[config.mk]
export PLATFORM = sky130hd
export DESIGN_NAME = synth_wave_top_flat
export DESIGN_NICKNAME = d
export VERILOG_FILES = /design/src/rtl/synth_wave_if.sv /design/src/rtl/synth_wave_top.sv /design/src/flat_wrapper.sv
export SDC_FILE = /design/constraint.sdc
export NUM_CORES = 1
export LEC_CHECK = 0
export BUFFER_PORTS_ARGS = -buffer_cell sky130_fd_sc_hd__buf_2
export CORE_MARGIN = 4
export CORE_UTILIZATION = 62
export CTS_BUF_LIST = sky130_fd_sc_hd__clkbuf_16
export CTS_CLUSTER_DIAMETER = 100
export CTS_CLUSTER_SIZE = 24
export DETAILED_ROUTE_END_ITERATION = 7
export PLACE_DENSITY = 0.82
export SKIP_CTS_REPAIR_TIMING = 1
export SLEW_MARGIN = 5
export SYNTH_ARGS = -nofsm -noshare
export SYNTH_HDL_FRONTEND = slang
export SYNTH_SLANG_ARGS = --single-unit
[constraint.sdc]
create_clock -name Clock -period 2.95 [get_ports Clock]
set_input_delay 0.59 -clock Clock [delete_from_list [all_inputs] [get_ports Clock]]
set_output_delay 0.59 -clock Clock [all_outputs]
set_load 0.02 [all_outputs]
[src/rtl/synth_wave_if.sv]
// -----------------------------------------------------------------------------
// synth_wave_if
//   Bundles the oscillator's waveform select and sample output.
//
//   Signals:
//     WaveType [1:0] : waveform select, 00 saw, 01 square, 10 triangle, 11 noise
//     Waveform [7:0] : registered unsigned sample, 0x00 minimum, 0xFF full scale
//
//   Handshake: none. WaveType carries no valid/ready pair. It is a level that
//   the oscillator samples on every rising clock edge. Waveform is a
//   free-running registered stream that changes on every edge once out of reset.
//
//   Modports:
//     master : drives WaveType, observes Waveform (controller / testbench side)
//     slave  : observes WaveType, drives Waveform (oscillator side)
// -----------------------------------------------------------------------------
interface synth_wave_if;
   logic [1:0] WaveType;
   logic [7:0] Waveform;

   modport master (output WaveType, input Waveform);
   modport slave  (input WaveType, output Waveform);
endinterface

[src/rtl/synth_wave_top.sv]
// -----------------------------------------------------------------------------
// synth_wave_top
//   Digital oscillator. A free-running phase accumulator feeds one of four
//   8-bit waveform shapers: sawtooth, square, triangle or LFSR noise. The
//   selected sample is registered and driven onto Waveform.
//
//   Parameters:
//     ACC_WIDTH : phase accumulator width (>= 9); the top 8 bits form the phase index
//     FREQ_WORD : phase increment per clock
//     LFSR_SEED : reset value of the noise LFSR; 0 is replaced by 16'h0001
//
//   Ports:
//     Clock : system clock, rising-edge active
//     Reset : asynchronous active-low reset
//     wave  : synth_wave_if slave (WaveType in, Waveform out)
// -----------------------------------------------------------------------------
module synth_wave_top #(
   parameter int                   ACC_WIDTH = 16,
   parameter logic [ACC_WIDTH-1:0] FREQ_WORD = 16'h0200,
   parameter logic [15:0]          LFSR_SEED = 16'hACE1
) (
   input  logic         Clock,
   input  logic         Reset,
   synth_wave_if.slave  wave
);

   localparam logic [1:0] WAVE_SAW  = 2'b00;
   localparam logic [1:0] WAVE_SQR  = 2'b01;
   localparam logic [1:0] WAVE_TRI  = 2'b10;
   localparam logic [1:0] WAVE_NOIS = 2'b11;

   // An all-zero LFSR would lock up, so a zero seed is replaced.
   localparam logic [15:0] SEED_EFF = (LFSR_SEED == 16'h0000) ? 16'h0001 : LFSR_SEED;

   // --------------------------------------------------------------------------
   // Reset release synchroniser
   //   Reset asserts asynchronously everywhere. On release, rst_sync_q captures
   //   the deasserted level on the first edge. The state registers then sample
   //   it as a synchronous enable, which makes them the second stage. State
   //   therefore first advances on the second rising edge after Reset rises.
   // --------------------------------------------------------------------------
   logic rst_sync_q, rst_sync_d;

   // --------------------------------------------------------------------------
   // Datapath state
   // --------------------------------------------------------------------------
   logic [ACC_WIDTH-1:0] phase_q, phase_d;
   logic [15:0]          lfsr_q,  lfsr_d;
   logic [7:0]           wave_q,  wave_d;

   logic [7:0] phase_idx;
   logic [7:0] tri_up;
   logic [7:0] shape_c;
   logic       lfsr_fb;

   // The phase index is the pre-increment value. The output register adds
   // exactly one clock of latency, so the first sample after reset is P=0.
   assign phase_idx = phase_q[ACC_WIDTH-1 -: 8];

   // Triangle rises at twice the phase rate in the first half of the cycle.
   // It mirrors by bit inversion in the second half, so the peak is 0xFF
   // and the next sample steps down from there.
   assign tri_up = {phase_idx[6:0], 1'b0};

   // Fibonacci taps for x^16 + x^14 + x^13 + x^11 + 1.
   assign lfsr_fb = lfsr_q[15] ^ lfsr_q[13] ^ lfsr_q[12] ^ lfsr_q[10];

   // Waveform shaper
   always_comb begin
      shape_c = 8'h00;
      case (wave.WaveType)
         WAVE_SAW:  shape_c = phase_idx;
         WAVE_SQR:  shape_c = phase_idx[7] ? 8'hFF : 8'h00;
         WAVE_TRI:  shape_c = phase_idx[7] ? ~tri_up : tri_up;
         WAVE_NOIS: shape_c = lfsr_q[7:0];
         default:   shape_c = 8'h00;
      endcase
   end

   // Next-state logic
   always_comb begin
      rst_sync_d = 1'b1;
      phase_d    = phase_q;
      lfsr_d     = lfsr_q;
      wave_d     = wave_q;
      if (rst_sync_q) begin
         // Accumulator wraps modulo 2^ACC_WIDTH.
         phase_d = phase_q + FREQ_WORD;
         // The LFSR runs regardless of WaveType, so noise depends only on
         // clocks since reset.
         lfsr_d  = {lfsr_q[14:0], lfsr_fb};
         wave_d  = shape_c;
      end
   end

   // State registers
   always_ff @(posedge Clock or negedge Reset) begin
      if (!Reset) begin
         rst_sync_q <= 1'b0;
         phase_q    <= '0;
         lfsr_q     <= SEED_EFF;
         wave_q     <= 8'h00;
      end else begin
         rst_sync_q <= rst_sync_d;
         phase_q    <= phase_d;
         lfsr_q     <= lfsr_d;
         wave_q     <= wave_d;
      end
   end

   assign wave.Waveform = wave_q;

endmodule

[src/flat_wrapper.sv]
// flat-port wrapper written by rule: the top's interface ports become plain ports
module synth_wave_top_flat 
#(
   parameter int                   ACC_WIDTH = 16,
   parameter logic [ACC_WIDTH-1:0] FREQ_WORD = 16'h0200,
   parameter logic [15:0]          LFSR_SEED = 16'hACE1
)
  (Clock, Reset, wave_WaveType, wave_Waveform);
  synth_wave_if wave_i ();
  input  logic Clock;
  input  logic Reset;
  input wire logic [$bits(wave_i.WaveType)-1:0] wave_WaveType;
  output wire logic [$bits(wave_i.Waveform)-1:0] wave_Waveform;
  assign wave_i.WaveType = wave_WaveType;
  assign wave_Waveform = wave_i.Waveform;
  synth_wave_top #(.ACC_WIDTH(ACC_WIDTH), .FREQ_WORD(FREQ_WORD), .LFSR_SEED(LFSR_SEED)) u_core (.Clock(Clock), .Reset(Reset), .wave(wave_i));
endmodule
# Word level (Yosys, flattened, before mapping)
# Index checks and enable logic that the tools add are counted.
# totals
output_inout_bits	8
in_bits	4
reg_bits	41
# op_classes
reduce_logical	1
n_eq_ne	3
add_sub_neg	1
mux	3
n_bitwise	4
# op_table
cell	count
$pmux 8 s4	1
$add 16x10->16 const B	1
$mux 8	2
$not 8->8	1
$eq 2x2->1 const B	2
$xor 1x1->1	3
$eq 2x1->1 const B	1
$logic_not 2->1	1

# Depth between registers and ports, before layout
# Gate-level depths: netlist of run 1.
# logic_depth
depth_word	3
ltp_mapped	4
depth_no_buf	4

# Worst setup path after synthesis of run 1
# No wires, ideal clock.
# synth_path
kind	input to register
start	input port wave_WaveType[0]
end	register u_core.wave_q[4], in the netlist u_core.wave.Waveform[4]
path_buffers	0
path_slack_ns	1.634
stages	3
setup_ns	0.122
required_ns	2.828
t_arrival_ns	1.195
cell_sequence	a21oi_1 -> o21ai_0 -> a32o_1
# synth_between
elab_chain_cells	2
# synth_rtl
element	line_no	source
from (decl)	flat_wrapper.sv:12	input wire logic [$bits(wave_i.WaveType)-1:0] wave_WaveType;
$eq 2x2->1 (tied with other cells)	synth_wave_top.sv:71	case (wave.WaveType)
$pmux 8 s4 (*)	synth_wave_top.sv:71	
to (signal assigned)	synth_wave_top.sv:107	wave_q <= wave_d;
to (decl)	synth_wave_top.sv:49	logic [7:0] wave_q, wave_d;
# Every way passes the cells marked *; elsewhere a longest branch is shown, timed or not.
# A chain may end at the register's enable or synchronous reset.

==> results.json, run 1 <==
{
  "status": "finished, final reports clean",
  "fmax_mhz": 596.4,
  "path_max_fanout": 18,
  "fillers": 159,
  "ant_nets": 0,
  "startpoint": "u_core.rst_sync_q",
  "syn-num-nets": 125,
  "finalSetupTns_ps": 0,
  "clockRootBuffer": "clkbuf_16",
  "placedCellCount": 155,
  "p_per_area_nw_per_um2": 1034,
  "clock_latency_ps": 270,
  "first_global_vias": 983,
  "skew_ps": 2.039,
  "io_pins": 12,
  "yosysSeqAreaShare": 0.5400,
  "hold_viol": 0,
  "final_area_sq_um": 1689,
  "met2_usage": 0.3181,
  "nets": 139,
  "grt_usage": 0.1803,
  "syn-mean-instance-area_sq_um": 12.51,
  "total_leakage_power_uw": 0.0007260,
  "clkSinkCount": 32,
  "io_buffer_count": 11,
  "drtPass1Iterations": 4,
  "cp-start-kind": "flip-flop",
  "cts.clk_slew.worst_paths_ps": 50,
  "place_congestion": 0.8047,
  "reg2reg_to": "u_core.wave.Waveform[5]",
  "final_period_minus_worst_setup_slack_ps": 1677,
  "worstSetupPathType": "reg -> reg",
  "worst_ep_required_time_ps": 3150,
  "multi_input_area_sq_um": 625.6,
  "max-cap-violations": 0,
  "cp.arrival_ps": 1880,
  "num_antenna_cells": 0,
  "drt-total-wl_um": 2542,
  "die_w_um": 57.21,
  "slew_violations": 0,
  "first_iter_violations": 14,
  "post_dp_cell_area_sq_um": 1553,
  "tritoncts": "done",
  "grt_pass1_wl_um": 4464,
  "fin_cells": 163,
  "ys_ff_latch": 32,
  "regArea_sq_um": 810.8,
  "busiest_layer": "met2",
  "grtUsageMet1": 0.2038,
  "post-dp-hpwl_um": 1783,
  "vias": 929,
  "die_h_um": 57.21,
  "drc_errors": 0,
  "mostFrequentLayoutCells": "dfrtp_1, mux2_2, xnor2_1",
  "yosysUniqueCellTypes": 33,
  "layout-drive-gt1-share": 0.3778,
  "route.detailed.wl_per_inst_um": 15.60,
  "met3_usage": 0.05204,
  "rsz0062_at_grt": "no",
  "yosys_warnings": 0,
  "synthCells": 120,
  "htree_levels": 2,
  "grt_max_degree": 33,
  "syn_to_final_growth_pct": 12.50,
  "r2r_start": "u_core.rst_sync_q",
  "gr-total-overflow": 0,
  "numCtsBuffers": 5,
  "num_rows": 17,
  "r2r_setup_slack_ps": 1270,
  "vias_per_cell": 5.699,
  "crit_path_end": "u_core.wave.Waveform[5]",
  "layout_commonest_cell": "dfrtp_1",
  "worstMarginPinSlew_ps": 669.3,
  "relSlewSlack": 0.5538,
  "endpoint_kind": "flip-flop",
  "synthesis.area_sq_um": 1501,
  "clk_path_buf_depth": 2,
  "start_util": 0.6659,
  "hold_class": "in -> async",
  "dieArea_sq_um": 3273,
  "finalSetupViolCount": 0,
  "coreArea_sq_um": 2255,
  "finalCritPeriodShare": 0.5684,
  "antenna_found_initial": 0,
  "vdd_drop_max_mv": 0.7918,
  "r2r_cells": 3
}
cells in the mapped netlist, drive strengths merged:
cell / n / share of area
dfrtp: 24 / 0.40
mux2: 16 / 0.12
xnor2: 12 / 0.070
dfstp: 8 / 0.14
a21oi: 7 / 0.026
o21ai: 7 / 0.023
buf: 5 / 0.031
inv: 4 / 0.010
nand2: 4 / 0.010
a32o: 3 / 0.020
mux2i: 3 / 0.020
nor2: 3 / 0.0075
or2: 3 / 0.013
a2bb2oi: 2 / 0.012
nand4: 2 / 0.0083
nor3: 2 / 0.013
xor2: 2 / 0.012
a211oi: 1 / 0.0050
a21o: 1 / 0.0050
a22o: 1 / 0.0058
a31o: 1 / 0.0058
a31oi: 1 / 0.0042
and2: 1 / 0.0050
and2b: 1 / 0.0058
clkinv: 1 / 0.0025
conb: 1 / 0.0025
ha: 1 / 0.0083
nand2b: 1 / 0.0058
nor2b: 1 / 0.0042
nor3b: 1 / 0.0050
state kept, by name, summed over array words and instances, names as in the netlist:
register / flops
u_core.wave.Waveform: 8
u_core.rst_sync_q: 1
u_core.lfsr_q: 16
u_core.phase_q: 7
where the power goes:
group / total, uW / internal, uW / switching, uW
clock network: 458 / 302 / 157
registers: 826 / 662 / 164
logic: 462 / 261 / 201
total: 1750 / 1220 / 522
cells by family (layout without fill, tap and decap cells):
| family | count (synthesis) | in the layout | synth area share |
|---|---|---|---|
| other | 1 | 1 | 0.002498 |
| DFF | 32 | 32 | 0.5400 |
| adders and majority gates | 1 | 1 | 0.008332 |
| xor gates and xnor gates | 14 | 14 | 0.08167 |
| buffers and inverters | 10 | 25 | 0.04333 |
| and+or+nand+nor | 19 | 19 | 0.07751 |
| muxes | 19 | 19 | 0.1400 |
| AOI/OAI and AO/OA | 24 | 24 | 0.1067 |
final cells by class:
class	instances	share of cell area
Multi-Input combinational cell	78	0.3704
Sequential cell	32	0.4800
Tap cell	28	0.02074
Inverter	5	0.01111
Clock inverter	3	0.006667
Clock buffer	5	0.07407
Timing Repair Buffer	12	0.03704
worst min path at each step:
stage	to	start	cells past startpoint
6_report	u_core.phase_q[11]	Reset	1
5_1_grt	u_core.phase_q[11]	Reset	1
4_1_cts	u_core.phase_q[10]	Reset	1
3_5_place_dp	u_core.wave.Waveform[6]	u_core.wave.Waveform[6]	1
3_3_place_gp	u_core.wave.Waveform[0]	u_core.wave.Waveform[0]	1
2_1_floorplan	u_core.lfsr_q[12]	Reset	0
routing by layer:
layer | vias up | part of all wire | routed length (um)
li1 | 447 | - | -
met5 | - | 0 | 0
met2 | 20 | 0.52 | 1334
met1 | 453 | 0.41 | 1046
met4 | 0 | 0.022 | 56
met3 | 9 | 0.041 | 104
critical path, cell delays in order, from the launching register on:
cell	delay (ps)
dfrtp_1	710
clkinv_1	440
a21oi_1	260
a32o_1	200
metrics by stage:
| step | util | power [uW] | hold WS [ps] | setup WS, ps |
|---|---|---|---|---|
| 2_1_floorplan | - | 1166 | 294.4 | 1634 |
| 3_3_place_gp | 0.6887 | 1266 | 469.9 | 1343 |
| 3_5_place_dp | 0.6887 | 1296 | 484.4 | 1279 |
| 4_1_cts | 0.7492 | 1765 | 387.4 | 1297 |
| 5_1_grt | 0.7492 | 1860 | 426.3 | 1112 |
| 6_report | 0.7492 | 1746 | 358.9 | 1273 |
Note: power is estimated with default switching activity, not from simulation.
==> inputs of run 2 (changes only) <==
Settings changed: CORE_UTILIZATION 62 to 52, PLACE_DENSITY 0.82 to 0.73.
Clock period 2.95 ns to 1.5 ns, I/O delays scaled along.
==> run 2 against run 1 <==
Hold slack got worse by 320 ps. Fmax grew 31%. Clock-buffer cell count unchanged. First-iteration DRC count grew to 3.1 times the previous value. Combinational power up 100%. Critical path type unchanged.
==> results.json, run 2 (synthesized netlist as in run 1, its figures left out) <==
{
  "sw_frac_of_total": 0.2970,
  "placedCellCount": 160,
  "drt-total-wl_um": 2529,
  "first_global_vias": 966,
  "skew_ps": 4.939,
  "top_register": "u_core.lfsr_q",
  "num_antenna_cells": 0,
  "hold_viol": 0,
  "clk_path_buf_depth": 2,
  "total_leakage_power_uw": 0.0007409,
  "seqPwrFrac": 0.464,
  "reg2reg_to": "u_core.wave.Waveform[0]",
  "critPathTopFamily": "buffers and inverters",
  "worst_ep_required_time_ps": 1710,
  "nets": 141,
  "r2r_setup_slack_ps": 220,
  "dieArea_sq_um": 3811,
  "place_congestion": 0.8579,
  "drc_errors": 0,
  "busiest_layer": "met2",
  "endpoint_kind": "flip-flop",
  "finalSetupViolCount": 0,
  "cts.clk_slew.worst_paths_ps": 50,
  "p_int_uw": 2419,
  "r2r_cells": 4,
  "final_period_minus_worst_setup_slack_ps": 1278,
  "vdd_drop_max_mv": 1.691,
  "p_per_area_nw_per_um2": 2000,
  "grt_usage": 0.1641,
  "vias_per_cell": 5.560,
  "gr-total-overflow": 0,
  "fin_cells": 168,
  "path_cells": "buf_12, clkinv_1, a211oi_1, a21o_1",
  "switchingPower_uw": 1022,
  "path_max_fanout": 30,
  "numCtsBuffers": 5,
  "die_h_um": 61.74,
  "mostFrequentLayoutCells": "dfrtp_1, mux2_2, xnor2_1",
  "die_w_um": 61.74,
  "worstSetupPathType": "reg -> reg",
  "crit_path_end": "u_core.wave.Waveform[0]",
  "met2_usage": 0.2616,
  "htree_levels": 2,
  "syn_to_final_growth_pct": 14.58,
  "clkSinkCount": 32,
  "largest_register_ffs": 16,
  "fmax_mhz": 782.3,
  "post_dp_cell_area_sq_um": 1584,
  "grt_pass1_wl_um": 4305,
  "ant_nets": 0,
  "slew_violations": 0,
  "status": "finished, final reports clean",
  "fillers": 230,
  "critical_path.slowest_cell": "dfrtp_1",
  "drtPass1Iterations": 4,
  "first_iter_violations": 43,
  "layout-drive-gt1-share": 0.3869,
  "io_buffer_count": 11,
  "rsz0062_at_grt": "no",
  "vias": 934,
  "post-dp-hpwl_um": 1709,
  "tritoncts": "done",
  "r2r_start": "u_core.rst_sync_q",
  "layout_commonest_cell": "dfrtp_1",
  "finalSetupTns_ps": 0,
  "num_rows": 19,
  "met3_usage": 0.06818,
  "grtUsageMet1": 0.1823,
  "antenna_found_initial": 0,
  "io_pins": 12,
  "clockRootBuffer": "clkbuf_16",
  "route.detailed.wl_per_inst_um": 15.05,
  "power.share.clock": 0.264,
  "start_util": 0.5445,
  "comb_power_share": 0.272,
  "startpoint": "u_core.rst_sync_q",
  "coreArea_sq_um": 2758,
  "grt_max_degree": 33,
  "max-cap-violations": 0,
  "cp.arrival_ps": 1490,
  "finalCritPeriodShare": 0.8522,
  "path_buf_inv": 2,
  "cp-start-kind": "flip-flop",
  "cp.depth": 4,
  "clock_latency_ps": 270,
  "final_area_sq_um": 1720,
  "crit_path_max_incr_delay_ps": 360,
  "hold_class": "in -> async"
}
run 2: cell count changes in the layout (fill, tap and decap cells not counted), sizes merged:
cell | previous run | this run
buf | 12 | 14
run 2: routing by layer:
metal,share of wire,vias to the layer above,wire [um]
met2,0.53,20,1349
li1,-,446,-
met5,0,-,0
met1,0.40,461,1008
met4,0.025,0,64
met3,0.042,7,106
run 2: layout make-up:
type | instances | area (sq um) | area share
flip-flops and latches | 32 | 810.8 | 0.4713
inverters | 5 | 18.77 | 0.01091
well taps | 31 | 38.79 | 0.02255
multi-input cells | 78 | 625.6 | 0.3636
clock inverters | 3 | 11.26 | 0.006545
clock buffers | 5 | 125.1 | 0.07273
repair buffers | 14 | 90.09 | 0.05236
run 2: how the worst min path moves through the flow:
stage                         end
5_1_grt        u_core.phase_q[11]
4_1_cts        u_core.phase_q[13]
2_1_floorplan   u_core.lfsr_q[12]
3_5_place_dp   u_core.phase_q[13]
3_3_place_gp   u_core.phase_q[13]
6_report       u_core.phase_q[13]
run 2: power by group through the flow:
| stage | logic (uW) | registers, uW | clock network [uW] |
|---|---|---|---|
| 2_1_floorplan | 708 | 1590 | 0 |
| 3_3_place_gp | 918 | 1590 | 0 |
| 3_5_place_dp | 937 | 1610 | 0 |
| 4_1_cts | 951 | 1600 | 945 |
| 5_1_grt | 1040 | 1650 | 980 |
| 6_report | 934 | 1600 | 910 |
run 2: metrics by stage:
| stage | hold slack [ps] | total power, uW | setup slack, ps | util |
|---|---|---|---|---|
| 4_1_cts | 52.74 | 3494 | 203.1 | 0.6239 |
| 6_report | 35.27 | 3441 | 221.7 | 0.6239 |
| 3_3_place_gp | 331.5 | 2511 | 172.3 | 0.5744 |
| 3_5_place_dp | 339.7 | 2550 | 118.6 | 0.5744 |
| 2_1_floorplan | 4.409 | 2294 | 356.6 | - |
| 5_1_grt | 76.82 | 3669 | 64.23 | 0.6239 |
